$ cat config.mk
export PLATFORM = sky130hd
export DESIGN_NAME = mdc32_fft_sequencer
export DESIGN_NICKNAME = d
export VERILOG_FILES = /design/src/rtl/mdc32_fft_sequencer.sv
export SDC_FILE = /design/constraint.sdc
export NUM_CORES = 1
export LEC_CHECK = 0
export BUFFER_PORTS_ARGS = -buffer_cell sky130_fd_sc_hd__buf_4
export CORE_MARGIN = 2
export CORE_UTILIZATION = 54
export CTS_CLUSTER_DIAMETER = 60
export DETAILED_ROUTE_END_ITERATION = 10
export PLACE_DENSITY = 0.79
export SLEW_MARGIN = 15
export SYNTH_ARGS = -nofsm -noshare
export SYNTH_HDL_FRONTEND = slang
export SYNTH_SLANG_ARGS = --single-unit
$ cat constraint.sdc
create_clock -name clk -period 2.7 [get_ports clk]
set_input_delay 0.27 -clock clk [delete_from_list [all_inputs] [get_ports clk]]
set_output_delay 0.27 -clock clk [all_outputs]
set_load 0.02 [all_outputs]
$ cat src/rtl/mdc32_fft_sequencer.sv
// mdc32_fft_sequencer: frame sequencer for the 32-point radix-2 MDC FFT; define BITREV_IDX_EN to add bit-reversed bin index outputs
module mdc32_fft_sequencer #(
  parameter int BF_LAT = 1
) (
  input  logic        clk,
  input  logic        rst,
  input  logic        in_valid,
  input  logic        in_sop,
  output logic        in_ready,
  output logic        dp_en,
  output logic        in_mode,
  output logic [3:0]  sw_sel,
  output logic [15:0] twid_addr,
  output logic        out_valid,
  output logic [3:0]  out_idx,
  output logic        frame_done,
  output logic        busy
`ifdef BITREV_IDX_EN
  ,
  output logic [4:0]  out_k_up,
  output logic [4:0]  out_k_lo
`endif
);
  localparam int N = 32;
  localparam int LAT = 16 + 15 + 5 * BF_LAT;
  localparam int LAST = LAT + 15;
  localparam int TW = $clog2(LAST + 2);
  function automatic int stage_off(input int s);
    int o;
    o = 16 + (s + 1) * BF_LAT;
    for (int j = 0; j < s; j++) o += 1 << (3 - j);
    return o;
  endfunction
  localparam int OFF [4] = '{stage_off(0), stage_off(1), stage_off(2), stage_off(3)};
  typedef enum logic [1:0] {IDLE, LOAD, DRAIN} state_t;
  state_t state, nstate;
  logic [TW-1:0] t, tc, nt;
  logic acc, adv, done_pend;
  logic in_mode_n, ov_n;
  logic [3:0] sw_n, idx_n, d;
  logic [15:0] tw_n;
  // next count/state and the control word for the count being moved this cycle
  always_comb begin
    acc = in_valid && in_ready;
    tc = (state != DRAIN && acc && in_sop) ? '0 : t;
    adv = state == DRAIN || (acc && (state == LOAD || in_sop));
    nstate = state == IDLE ? (adv ? LOAD : IDLE)
           : state == LOAD ? ((adv && tc == TW'(N - 1)) ? DRAIN : LOAD)
           : (tc == TW'(LAST) ? IDLE : DRAIN);
    nt = (state == DRAIN && tc == TW'(LAST)) ? '0 : adv ? tc + 1'b1 : t;
    in_mode_n = tc < TW'(N) ? tc[4] : 1'b1;
    ov_n = tc >= TW'(LAT) && tc <= TW'(LAST);
    idx_n = ov_n ? 4'(tc - TW'(LAT)) : 4'd0;
    sw_n = '0;
    tw_n = '0;
    d = '0;
    for (int s = 0; s < 4; s++) begin
      d = 4'(tc - TW'(OFF[s]));
      sw_n[s] = (tc >= TW'(OFF[s]) && tc < TW'(OFF[s] + 16)) ? d[3-s] : 1'b0;
      tw_n[4*s +: 4] = (tc >= TW'(OFF[s]) && tc < TW'(OFF[s] + 16)) ? (d & (4'hF >> s)) << s : 4'd0;
    end
  end
  // FSM and registered outputs; a LOAD stall holds every control
  always_ff @(posedge clk) begin
    if (rst) begin
      state <= IDLE;
      t <= '0;
      done_pend <= 1'b0;
      in_ready <= 1'b0;
      dp_en <= 1'b0;
      in_mode <= 1'b0;
      sw_sel <= '0;
      twid_addr <= '0;
      out_valid <= 1'b0;
      out_idx <= '0;
      frame_done <= 1'b0;
      busy <= 1'b0;
`ifdef BITREV_IDX_EN
      out_k_up <= '0;
      out_k_lo <= '0;
`endif
    end else begin
      state <= nstate;
      t <= nt;
      done_pend <= state == DRAIN && tc == TW'(LAST);
      frame_done <= done_pend;
      in_ready <= nstate != DRAIN;
      dp_en <= adv;
      busy <= adv || nstate != IDLE;
      if (adv || state == IDLE) begin
        in_mode <= in_mode_n;
        sw_sel <= sw_n;
        twid_addr <= tw_n;
        out_valid <= ov_n;
        out_idx <= idx_n;
`ifdef BITREV_IDX_EN
        out_k_up <= ov_n ? {1'b0, idx_n[0], idx_n[1], idx_n[2], idx_n[3]} : 5'd0;
        out_k_lo <= ov_n ? {1'b1, idx_n[0], idx_n[1], idx_n[2], idx_n[3]} : 5'd0;
`endif
      end
    end
  end
endmodule

==> impl_summary.md, run 1 <==
Run status
The run finished, with violations left. The final reports fail on DRC.

Worst setup path
The worst register-to-register path ends at twid_addr[10]. The signal arrival time at the worst endpoint is around 2800 ps. The data required time at the worst endpoint is just under 3000 ps.

Following the worst setup path forward leads to its endpoint at twid_addr[10]. Of all nets on the critical path, the largest fanout is 9. For this run, the slowest stage of the critical path takes ~420 ps. The slowest stage cell on the critical path is sky130_fd_sc_hd__or4_1. The critical path in this run is classified as reg2reg. In this run the register-to-register setup slack is 180 ps.

Counting cells, the worst reg-to-reg path comes to 9. The type of element launching the critical path is a flop. The first element of the critical path is state[0]. The critical path goes through nand2b_1 -> nand3_2 -> nand2_1 -> inv_1 -> ha_1 -> nand4b_1 -> a21boi_0 -> or4_1 -> a21oi_1.

STA classifies the critical path endpoint as a flop. In this run the critical register-to-register path is launched from state[0].

Timing
The worst path meets setup with about 180 ps of slack. Setup violations remaining at the end of the flow were counted as 0. Setup repair after global routing left no endpoint under its margin.

The max-slew violation total from the final report is 0. The headroom to the max-slew limit is roughly 52%. The share of the cycle needed by the critical path after routing is 93.4%. For the final database, setup skew stands at roughly 3.2 ps.

After layout, the minimum clock period comes to 2520 ps. The fmax is a little under 400 MHz. The final count of hold timing violations is 0.

For the final routed database, the setup TNS stands at 0 ps. The slew of the pin with the lowest slew margin is just over 700 ps.

Pwr
The total power per unit cell area is 416 nW/µm². The static power due to leakage is about 0.0008 µW. The maximum ir drop on the vdd rail is 0.315 mV. The combinational cell fraction of total power is between 8 and 9%. The analysis attributes to net switching a power of ~190 µW. The net switching fraction of the power is about a quarter.

Sequential cells account for a little under three fifths of the total power. Cell internal power was estimated by the tool at ~570 µW. The clock network is responsible for 34.4% of the overall power.

Global route
The largest net degree at the start of global routing is 19. The first global-routing pass estimated just over 6000 µm of wire. The overall overflow remaining after global route is 0. Global routing consumed, over all layers together, between 20% and 30% of the routing resources. The number of antenna violations at the first check in global routing was 0.

The number of global-route vias before repair was ~1.4k.

Clock network
The tree is rooted in a sky130_fd_sc_hd__clkbuf_4. The clock tree from TritonCTS is done. The insertion delay to the later sink of the worst-skew pair is roughly 320 ps. The longest clock path from root to sink contains 2 buffers. The CTS buffer count is 5. In this run, post-CTS hold repair placed 0 buffers. The clock net sink count is 29. The clock transition time at the flip-flop clock pins of the worst setup and hold paths is around 80 ps. The maximum level of the CTS H-tree is 2.

Placement
Before CTS, the worst setup slack after placement is 236 ps. Input and output buffers added on the ports amount to 27. The wire-length estimate of the detail-placed layout is around 2600 µm. The congestion estimate from routability-driven global placement came to 0.927.

Floorplanning
The die covers 3440 µm². The die is ~59 µm tall. The row count is 19. The starting density of the core is 57.4%. The core area is 2810 µm². In this run the horizontal extent of the chip is ~59 µm. 34 I/O pins were placed.

Routing
The count of nets left with antenna violations once routing finished came out at 0. The via density per instance is just over 6. The final routed wire length divided by cell count is between 15 and 20 µm. Across all layers, the routed design uses 1414 vias. After detailed routing, the number of remaining DRC violations is 4. The violation count after the first detailed-routing iteration is a little over 60. The total wire length is 3600 µm. The first detailed-routing pass took 8 iterations.

Yosys
The portion of the post-synthesis area used by sequential elements is 36.0%. The predominant post-synthesis flop cell is sky130_fd_sc_hd__dfxtp_1. The post-synthesis cell area is between 1500 and 2000 µm². The register bit count reported by yosys is 29.

The cell count after synthesis came out at ~180. The fraction of registers with async set/reset is 0%. In this run, distinct cell masters in the synthesized netlist total between 40 and 50. The count of warnings emitted by yosys is 0. A synthesized cell averages approximately 9 µm². The number of flops mapped to enable cells by yosys is 0.

Layout
The area growth from synthesis to layout is 14.1%. Counting the fill cells in the layout gives 220. The fraction of layout cells with a size suffix above 1 is a little under a quarter. 0 antenna diodes ended up in the layout. The final layout contains approximately 220 nets.

Min path
The class of the worst hold path is in2reg.

Job
The tool flagged a number of max-cap violations equal to 0.
[final cells by class]
type | instances | area (µm²) | share of cell area, %
repair buffers | 30 | 225 | 12.3
multi-input cells | 128 | 903 | 49.1
flip-flops and latches | 29 | 582 | 31.7
well taps | 31 | 38.8 | 2.11
inverters | 9 | 33.8 | 1.84
clock buffers | 7 | 55.1 | 3.00
[through the flow]
stage	hold WS (ps)	instance area, µm²	utilization (%)	power (µW)	cells
2_1_floorplan	414	1630	-	497	184
3_3_place_gp	421	1780	63.5	508	227
3_5_place_dp	444	1780	63.5	510	227
4_1_cts	247	1840	65.5	770	234
5_1_grt	249	1840	65.5	808	234
6_report	269	1840	65.5	765	234
[power by group through the flow]
stage	registers (µW)	clock network [µW]	logic, µW
after floorplan	447	0	50.4
after global placement	446	0	62.4
after detailed placement	446	0	63.9
after CTS	436	269	64.5
after global routing	437	300	70.9
final	436	263	65.5
[critical path, delay by kind of cell, from the launching register on]
family          cells  cell delay (ps)
buf+inv             1              160
fa+ha+maj           1              290
simple gates        5             1290
compound gates      2              340
flops               1              380
[how the worst min path moves through the flow]
| stage | from | endpoint | slack (ps) | cells past startpoint |
|---|---|---|---|---|
| after floorplan | done_pend | frame_done | 410 | 1 |
| after global placement | done_pend | frame_done | 420 | 1 |
| after detailed placement | done_pend | frame_done | 440 | 1 |
| after CTS | rst | sw_sel[2] | 250 | 2 |
| after global routing | rst | state[0] | 250 | 2 |
| final | rst | twid_addr[10] | 270 | 2 |
[routing by layer]
| metal | track usage [%] | routed length, µm | vias to the layer above |
|---|---|---|---|
| li1 | - | - | 672 |
| met5 | 0 | 0 | - |
| met1 | 28.9 | 1530 | 662 |
| met2 | 37.6 | 1690 | 70 |
| met3 | 9.23 | 316 | 10 |
| met4 | 10.1 | 71 | 0 |
[synthesized netlist by cell type (2+ instances only)]
cell type	number	share of area, %
sky130_fd_sc_hd__a32o_1	4	2.5
sky130_fd_sc_hd__nand3b_1	2	0.93
sky130_fd_sc_hd__a21oi_1	14	4.3
sky130_fd_sc_hd__ha_1	12	9.3
sky130_fd_sc_hd__nand3_1	3	0.93
sky130_fd_sc_hd__o21ai_0	4	1.2
sky130_fd_sc_hd__nor4_2	2	1.6
sky130_fd_sc_hd__nor3_1	2	0.62
sky130_fd_sc_hd__or4_1	2	0.93
sky130_fd_sc_hd__dfxtp_1	29	36
sky130_fd_sc_hd__o211ai_1	2	0.93
sky130_fd_sc_hd__clkbuf_1	2	0.47
sky130_fd_sc_hd__nand2_1	17	4.0
sky130_fd_sc_hd__a21bo_2	2	1.2
sky130_fd_sc_hd__buf_4	10	4.7
sky130_fd_sc_hd__inv_1	8	1.9
sky130_fd_sc_hd__xnor2_1	2	1.1
sky130_fd_sc_hd__nand4_1	4	1.6
sky130_fd_sc_hd__a22o_1	10	5.4
sky130_fd_sc_hd__buf_2	6	1.9
sky130_fd_sc_hd__mux2i_1	2	1.2
sky130_fd_sc_hd__nor2b_1	7	2.7
sky130_fd_sc_hd__nor2_1	6	1.4
sky130_fd_sc_hd__a21o_1	3	1.4
[layout by cell type (no fill, tap or decap), types with 2 or more instances in the layout]
cell,netlist,final
sky130_fd_sc_hd__nand3_1,3,3
sky130_fd_sc_hd__dfxtp_1,29,28
sky130_fd_sc_hd__nor3_1,2,2
sky130_fd_sc_hd__a21oi_1,14,14
sky130_fd_sc_hd__nor2b_1,7,7
sky130_fd_sc_hd__nand4_1,4,4
sky130_fd_sc_hd__mux2i_1,2,2
sky130_fd_sc_hd__a21bo_2,2,2
sky130_fd_sc_hd__nor4_2,2,2
sky130_fd_sc_hd__nand3b_1,2,2
sky130_fd_sc_hd__buf_4,10,30
sky130_fd_sc_hd__nor2_1,6,6
sky130_fd_sc_hd__or4_1,2,2
sky130_fd_sc_hd__inv_2,1,2
sky130_fd_sc_hd__xnor2_1,2,2
sky130_fd_sc_hd__a32o_1,4,4
sky130_fd_sc_hd__o21ai_0,4,4
sky130_fd_sc_hd__inv_1,8,7
sky130_fd_sc_hd__a22o_1,10,10
sky130_fd_sc_hd__ha_1,12,12
sky130_fd_sc_hd__o211ai_1,2,2
sky130_fd_sc_hd__clkbuf_4,0,5
sky130_fd_sc_hd__conb_1,1,6
sky130_fd_sc_hd__a21o_1,3,3
sky130_fd_sc_hd__nand2_1,17,17
[cells by family after synthesis]
logic type,synth area share (%)
other,0.233
DFF,36.0
buffers and inverters,9.08
AOI/OAI and AO/OA,23.7
and+or+nand+nor,18.8
xor gates and xnor gates,1.63
adders and majority gates,9.32
muxes,1.24
[timing repair]
action / in CTS / in global routing
endpoints found under the setup margin: 0 / 2
setup buffers: 0 / 0
gates resized for setup: 0 / 2
[registers in the layout, summed over array words and instances (netlist names)]
name / cells
sw_sel: 2
out_idx: 4
in_mode: 1
in_ready: 1
done_pend: 1
t: 6
twid_addr: 8
out_valid: 1
state: 2
frame_done: 1
busy: 1
dp_en: 1
Power figures use the tool's default switching activity.
==> inputs of run 2 (changes only) <==
--- a/config.mk
+++ b/config.mk
@@ -11,6 +11,7 @@
 export CTS_CLUSTER_DIAMETER = 60
 export DETAILED_ROUTE_END_ITERATION = 10
 export PLACE_DENSITY = 0.79
+export RECOVER_POWER = 100
 export SLEW_MARGIN = 15
 export SYNTH_ARGS = -nofsm -noshare
 export SYNTH_HDL_FRONTEND = slang
==> run 2 against run 1 <==
Net effect:
- power fell by 0.49%
- utilization down 3.6 points
- critical path depth stayed put
- critical path type unchanged
- maximum frequency shrank 0.51%
- the run still ends with DRC left
- clock skew is essentially flat
- clock power about the same
- cell area decreased by 5.4%
- die area unchanged
- worst setup slack lost 13 ps
- first-iteration DRC count is 9.8% higher
- largest power group unchanged
==> impl_summary.md, run 2 (synthesis results as in run 1) <==
Timing
The clock arrives with 2.97 ps of skew. Setup repair after global routing left no endpoint under its margin. The worst path meets setup with approximately 170 ps of slack. The final count of hold timing violations is 0. Setup violations remaining at the end of the flow were counted as 0. The share of the cycle needed by the critical path after routing is around 94%. For the pin with the worst max-slew slack, the measured transition is between 900 and 1000 ps.

The final setup TNS is 0 ps. Headroom to the max-slew limit came out at around 33%. Derived from the worst setup path, the maximum achievable clock frequency is 395 MHz.

Hold is met by between 200 and 300 ps. The routed design could run at a clock period as short as approximately 2500 ps. The max-slew violation total from the final report was 0.

Global route
The overall overflow remaining after global route is 0. The first global-routing pass estimated just over 6000 µm of wire. Entering global routing, the biggest net connects 19 pins. For this run, the total global-route usage over all layers was measured as approximately a quarter.

The number of global-route vias before repair is around 1.4k. The number of antenna violations at the first check in global routing was 0.

Layout
The number of antenna diodes in the final layout is 0. The net count of the finished layout is ~220. The number of fill cells in the layout is between 200 and 250.

In the final layout, the registers with the most flip-flops are twid_addr (8), t (6), out_idx (4). The multi-input gate area in the final layout is around 900 µm². The register with the most flip-flops in the final layout is twid_addr. The library cells used most frequently in the layout, excluding fill and tap cells, are sky130_fd_sc_hd__dfxtp_1 (28), sky130_fd_sc_hd__clkbuf_1 (26), sky130_fd_sc_hd__nand2_1 (17), sky130_fd_sc_hd__a21oi_1 (14), sky130_fd_sc_hd__ha_1 (12).

Cells with a size suffix above 1 make up between 10% and 20% of the layout. The most common cell after layout, fill and taps aside is sky130_fd_sc_hd__dfxtp_1. The signed area change from the synthesized netlist to the final layout is 7.84%. The flip-flop count of the largest register after layout is 8. The sequential cells in the finished layout cover a total of about 580 µm².

Worst setup path
STA classifies the critical path endpoint as a flop. The critical path is of the reg2reg type. The data required time at the worst endpoint is ~3000 ps. For the worst setup path, the data arrival time is about 2800 ps. The largest fanout of any net on the critical path is 9.

The worst setup path is launched from a flop.

Routing
The via total after detailed routing is ~1.4k. The remaining routing DRC violations is 4. The detail route stage leaves a number of antenna-violating nets equal to 0.

The violation count after the first detailed-routing iteration is 67. Summed over all layers, the routed wires come to between 3000 and 4000 µm. The final routed wire length divided by cell count is approximately 15 µm. In the routed layout, each cell is associated on average with a via count of around 6.0.

For this run, the detailed router's first-pass iteration total came to 7.

Pwr
The analysis attributes to cell leakage a power of about 0.00068 µW. The net switching fraction of the power is between 20 and 25%. The total power after layout is ~760 µW. Power spread over the standard cell area amounts to roughly 440 nW/µm². The proportion of power drawn by the clock network is around a third. The net switching component of the power is ~190 µW. The share of total power dissipated in sequential elements is 57.3%.

The maximum ir drop on the vdd rail is around 0.31 mV. Of the total power, combinational logic draws 8.2%. The internal power is between 500 and 600 µW.

Job
Across the run, the number of max-cap violations was 0.

Floorplanning
Measured along the x axis, the die boundary spans roughly 59 µm. The die covers around 3400 µm². The core area is ~2800 µm². The row count is 19. 34 I/O pins were placed. Once the floorplan was initialized, standard cells occupied about 57% of the core.

The die is about 60 µm tall.

Placement
The number of buffers added on ports is 27. OpenSTA, run right after detailed placement, puts the worst setup slack at roughly 240 ps. The estimated wirelength of the detail-placed design is about 2600 µm.

The placer's final routability congestion estimate is 0.927.

Clock network
In this run the deepest clock path goes through 2 buffers. The root buffer selected by CTS is sky130_fd_sc_hd__clkbuf_4. The clock net sink count is 29. The insertion delay to the later sink of the worst-skew pair is between 300 and 400 ps. Counting the buffers created by CTS gives 5.

TritonCTS built the clock tree. The clock transition time at the flip-flop clock pins of the worst setup and hold paths is about 80 ps. The maximum level of the CTS H-tree is 2.

Run status
The checks that failed: DRC. The flow ran to the end, but the final reports show violations.

Min path
The class of the worst hold path is in2reg.
## run 2: layer usage
metal / wire length (µm) / track usage (%)
met4: 46 / 10.1
met5: 0 / 0
met1: 1520 / 28.9
met3: 353 / 9.23
met2: 1700 / 37.6
## run 2: what timing repair did
action	in CTS	in global routing
hold endpoints to repair	0	0
resized for setup	0	2
setup buffers	0	0
hold buffers	0	0
endpoints found under the setup margin	0	2
## run 2: power by group through the flow
stage	sequential [µW]	combinational (µW)	clock, µW
2_1_floorplan	447	50.4	0
3_3_place_gp	446	62.4	0
3_5_place_dp	446	63.9	0
4_1_cts	436	64.5	269
5_1_grt	437	68.1	300
6_report	436	62.7	262
## run 2: area by class of cell
| cell class | instances | share of cell area (%) |
|---|---|---|
| inverters | 9 | 1.94 |
| repair buffers | 30 | 7.56 |
| clock buffers | 7 | 3.17 |
| well taps | 31 | 2.23 |
| flip-flops and latches | 29 | 33.5 |
| multi-input cells | 128 | 51.6 |
## run 2: critical path, stage by stage (launching register included)
cell and delay, ps:
sky130_fd_sc_hd__dfxtp_1 380, sky130_fd_sc_hd__nand2b_1 250, sky130_fd_sc_hd__nand3_2 220, sky130_fd_sc_hd__nand2_1 210, sky130_fd_sc_hd__inv_1 170, sky130_fd_sc_hd__ha_1 290, sky130_fd_sc_hd__nand4b_1 190, sky130_fd_sc_hd__a21boi_0 190
sky130_fd_sc_hd__or4_1 420, sky130_fd_sc_hd__a21oi_1 150
## run 2: worst paths after layout
check        startpoint       endpoint  slack, ps  cells past startpoint
min reg2reg   done_pend     frame_done        460                      1
max            state[0]  twid_addr[10]        170                      9
max reg2reg    state[0]  twid_addr[10]        170                      9
min                 rst      sw_sel[2]        260                      2
## run 2: through the flow
stage | util, % | area [µm²] | cells
4_1_cts | 65.5 | 1840 | 234
3_3_place_gp | 63.5 | 1780 | 227
2_1_floorplan | - | 1630 | 184
3_5_place_dp | 63.5 | 1780 | 227
6_report | 62.0 | 1740 | 234
5_1_grt | 62.0 | 1740 | 234
==> inputs of run 3 (changes only) <==
--- a/config.mk
+++ b/config.mk
@@ -10,7 +10,7 @@
 export CORE_UTILIZATION = 54
 export CTS_CLUSTER_DIAMETER = 60
 export DETAILED_ROUTE_END_ITERATION = 10
-export PLACE_DENSITY = 0.79
+export PLACE_DENSITY = 0.9
 export RECOVER_POWER = 100
 export SLEW_MARGIN = 15
 export SYNTH_ARGS = -nofsm -noshare
==> run 3 against run 2 <==
Net effect:
- the flow still finishes with violations (DRC)
- sequential power barely moved
- routed wire length barely moved
- maximum frequency rose by 4.4%
- non-clock buffer count rose by 1
- flip-flop and latch count did not move
- first-iteration DRC count fell by 6.0%
- sequential share of layout area fell by 0.43 points
- largest cell class unchanged
- largest power group unchanged
- highest routed layer unchanged
==> impl_summary.md, run 3 (synthesis results as in run 1) <==
Pwr
The clock network accounts for 38.0% of the total power. Net switching is around 25% of the power. The net switching component of the power is a little over 200 µW.

Across the VDD grid, the largest voltage drop is around 0.2 mV. In this run, flip-flops and latches consume between 50% and 60% of the power. The total power per unit cell area is between 400 and 500 nW/µm².

Combinational logic is responsible for under 10% of the overall power. The internal power is roughly 600 µW. The design draws about 800 µW.

For this design the static power due to leakage is around 0.00070 µW.

Worst setup path
The largest fanout of any net on the critical path is 9. The signal arrival time at the worst endpoint is about 2700 ps. The worst setup path is captured at a flop.

The critical path starts at state[0]. In this run the critical register-to-register path is launched from state[0]. The critical path is of the reg2reg type. For the worst setup path, the data required time is between 2000 and 3000 ps.

The type of element launching the critical path is a flop. The endpoint identified for the worst register-to-register timing path is twid_addr[10]. The number of cells on the worst reg-to-reg path is 9. The termination of the worst setup path is twid_addr[10].

The internal reg-to-reg setup slack is roughly 270 ps.

Timing
Headroom to the max-slew limit came out at ~40%. Setup repair after global routing left no endpoint under its margin. The slew of the pin with the lowest slew margin is between 800 and 900 ps. Subtracting the final worst setup slack from the clock period gives between 2000 and 2500 ps.

Setup total negative slack on the finished layout was measured at 0 ps. The share of the cycle needed by the critical path after routing is about 90%. The final count of hold timing violations is 0. The total of endpoints with negative setup slack in the final report is 0.

The max-slew violation total from the final report is 0. Across the routed clock network, the largest skew measured is 11.5 ps. Static timing analysis puts the maximum clock frequency at a little over 400 MHz.

Global route
The number of global-route vias before repair is approximately 1.3k. The first global-routing pass estimated 5900 µm of wire. The number of antenna violations at the first check in global routing was 0. The largest net degree at the start of global routing is 19. Across every metal layer, demand over resource in global routing totals between 20% and 30%. The overall overflow remaining after global route is 0.

Clock network
In this run the deepest clock path goes through 2 buffers. Counting every sink on the clock net gives 29. The H-tree was split into 2 levels. TritonCTS built the clock tree. The CTS buffer count is 5.

Buffers inserted to repair hold after CTS numbered 0. Clock-pin slew was measured on the worst setup and hold paths at approximately 100 ps. The clock reaches the later pin of the worst-skew pair after 340 ps. The root buffer selected by CTS is sky130_fd_sc_hd__clkbuf_4.

Routing
In this run the top signal layer used is met4. The violation count after the first detailed-routing iteration is 63. The final layout contains routed wiring with a total length of 3620 µm. The via total after detailed routing is between 1k and 1.5k.

The detail route stage leaves a number of antenna-violating nets equal to 0. The length of routed wiring on met1 is 1590 µm. The met3 routed wirelength is approximately 270 µm. After detailed routing, the number of vias per cell comes to about 5.9. In the final routed layout, each cell accounts on average for 15.4 µm. The first detailed-routing pass took 8 iterations. The remaining routing DRC violations is 5. In the detailed route, the total length drawn on met2 is between 1500 and 2000 µm.

Floorplanning
Measured along the y axis, the die boundary spans 58.6 µm. Measured along the x axis, the die boundary spans roughly 59 µm. The I/O pin count is 34. The die covers 3440 µm². The core area is between 2000 and 3000 µm². The starting density of the core is around 57%.

The initialized floorplan defines 19 standard-cell rows.

Placement
The congestion estimate from routability-driven global placement came to a little under 0.9. In this run the tool buffered the top-level ports with 27 buffer cells. The estimated wirelength of the detail-placed design is between 2000 and 3000 µm.

Run status
The flow ran to the end, but the final reports show violations. The final reports fail on DRC.

Layout
The number of nets at the end of the flow is 220. The register with the most flip-flops in the layout has 8 of them. Counting flops per register, the top entry is twid_addr.

The number of antenna cells inserted is 0. The fraction of layout cells with a size suffix above 1 is roughly 11%. Relative to the synthesized area, the layout overhead comes to 9.24%. The largest registers in the layout are twid_addr (8), t (6), out_idx (4). In the layout the commonest cells are sky130_fd_sc_hd__dfxtp_1 (28), sky130_fd_sc_hd__clkbuf_1 (25), sky130_fd_sc_hd__nand2_1 (17), sky130_fd_sc_hd__a21oi_1 (14), sky130_fd_sc_hd__ha_1 (12). The most common cell after layout, fill and taps aside is sky130_fd_sc_hd__dfxtp_1. The number of fill cells in the layout is 263.

Job
The tool flagged a number of max-cap violations equal to 0.

Min path
The path class of the tightest hold or removal check is in2reg.
## run 3: worst min path at each step
stage / startpoint / end / slack, ps / depth (start not counted)
after CTS: rst / sw_sel[2] / 240 / 2
after global routing: rst / busy / 270 / 2
after detailed placement: done_pend / frame_done / 430 / 1
after global placement: done_pend / frame_done / 420 / 1
final: rst / sw_sel[2] / 240 / 2
after floorplan: done_pend / frame_done / 410 / 1
## run 3: worst max-delay path: stages (launching register included)
cell	delay, ps
sky130_fd_sc_hd__dfxtp_1	380
sky130_fd_sc_hd__nand2b_1	250
sky130_fd_sc_hd__nand3_2	200
sky130_fd_sc_hd__nand2_1	190
sky130_fd_sc_hd__inv_1	150
sky130_fd_sc_hd__ha_1	260
sky130_fd_sc_hd__nand4b_1	160
sky130_fd_sc_hd__a21boi_0	190
sky130_fd_sc_hd__or4_1	420
sky130_fd_sc_hd__a21oi_1	160
## run 3: area by class of cell
type,instances,area [µm²],share of cell area [%]
multi-input cells,128,897,51.0
flip-flops and latches,29,582,33.0
repair buffers,31,139,7.89
clock buffers,7,65.1,3.70
well taps,31,38.8,2.20
inverters,9,33.8,1.92
clock inverters,1,5.00,0.284
## run 3: metal layers
metal	track usage [%]	vias up
met5	0	-
met2	35.3	63
met3	5.05	15
met1	28.3	650
li1	-	675
met4	15.9	0
## run 3: repair_timing
action	in CTS	in global routing
buffers inserted	0	0
gates resized for setup	0	1
setup endpoints to repair	0	2
## run 3: power groups by stage
stage / clock network [µW] / registers, µW / logic [µW]
finish: 306 / 436 / 63.7
detailed placement: 0 / 445 / 65.4
global route: 320 / 436 / 69.0
global placement: 0 / 445 / 63.9
CTS: 306 / 435 / 65.4
floorplan: 0 / 447 / 50.4
## run 3: per-stage QoR
step | worst slack, ps | area (µm²) | hold slack (ps) | utilization, % | std cells
final | 274 | 1760 | 236 | 62.8 | 236
after global placement | 405 | 1790 | 419 | 63.8 | 228
after floorplan | 482 | 1630 | 414 | - | 184
after CTS | 250 | 1860 | 244 | 66.3 | 236
after global routing | 34.7 | 1760 | 272 | 62.8 | 236
after detailed placement | 277 | 1790 | 425 | 63.8 | 228
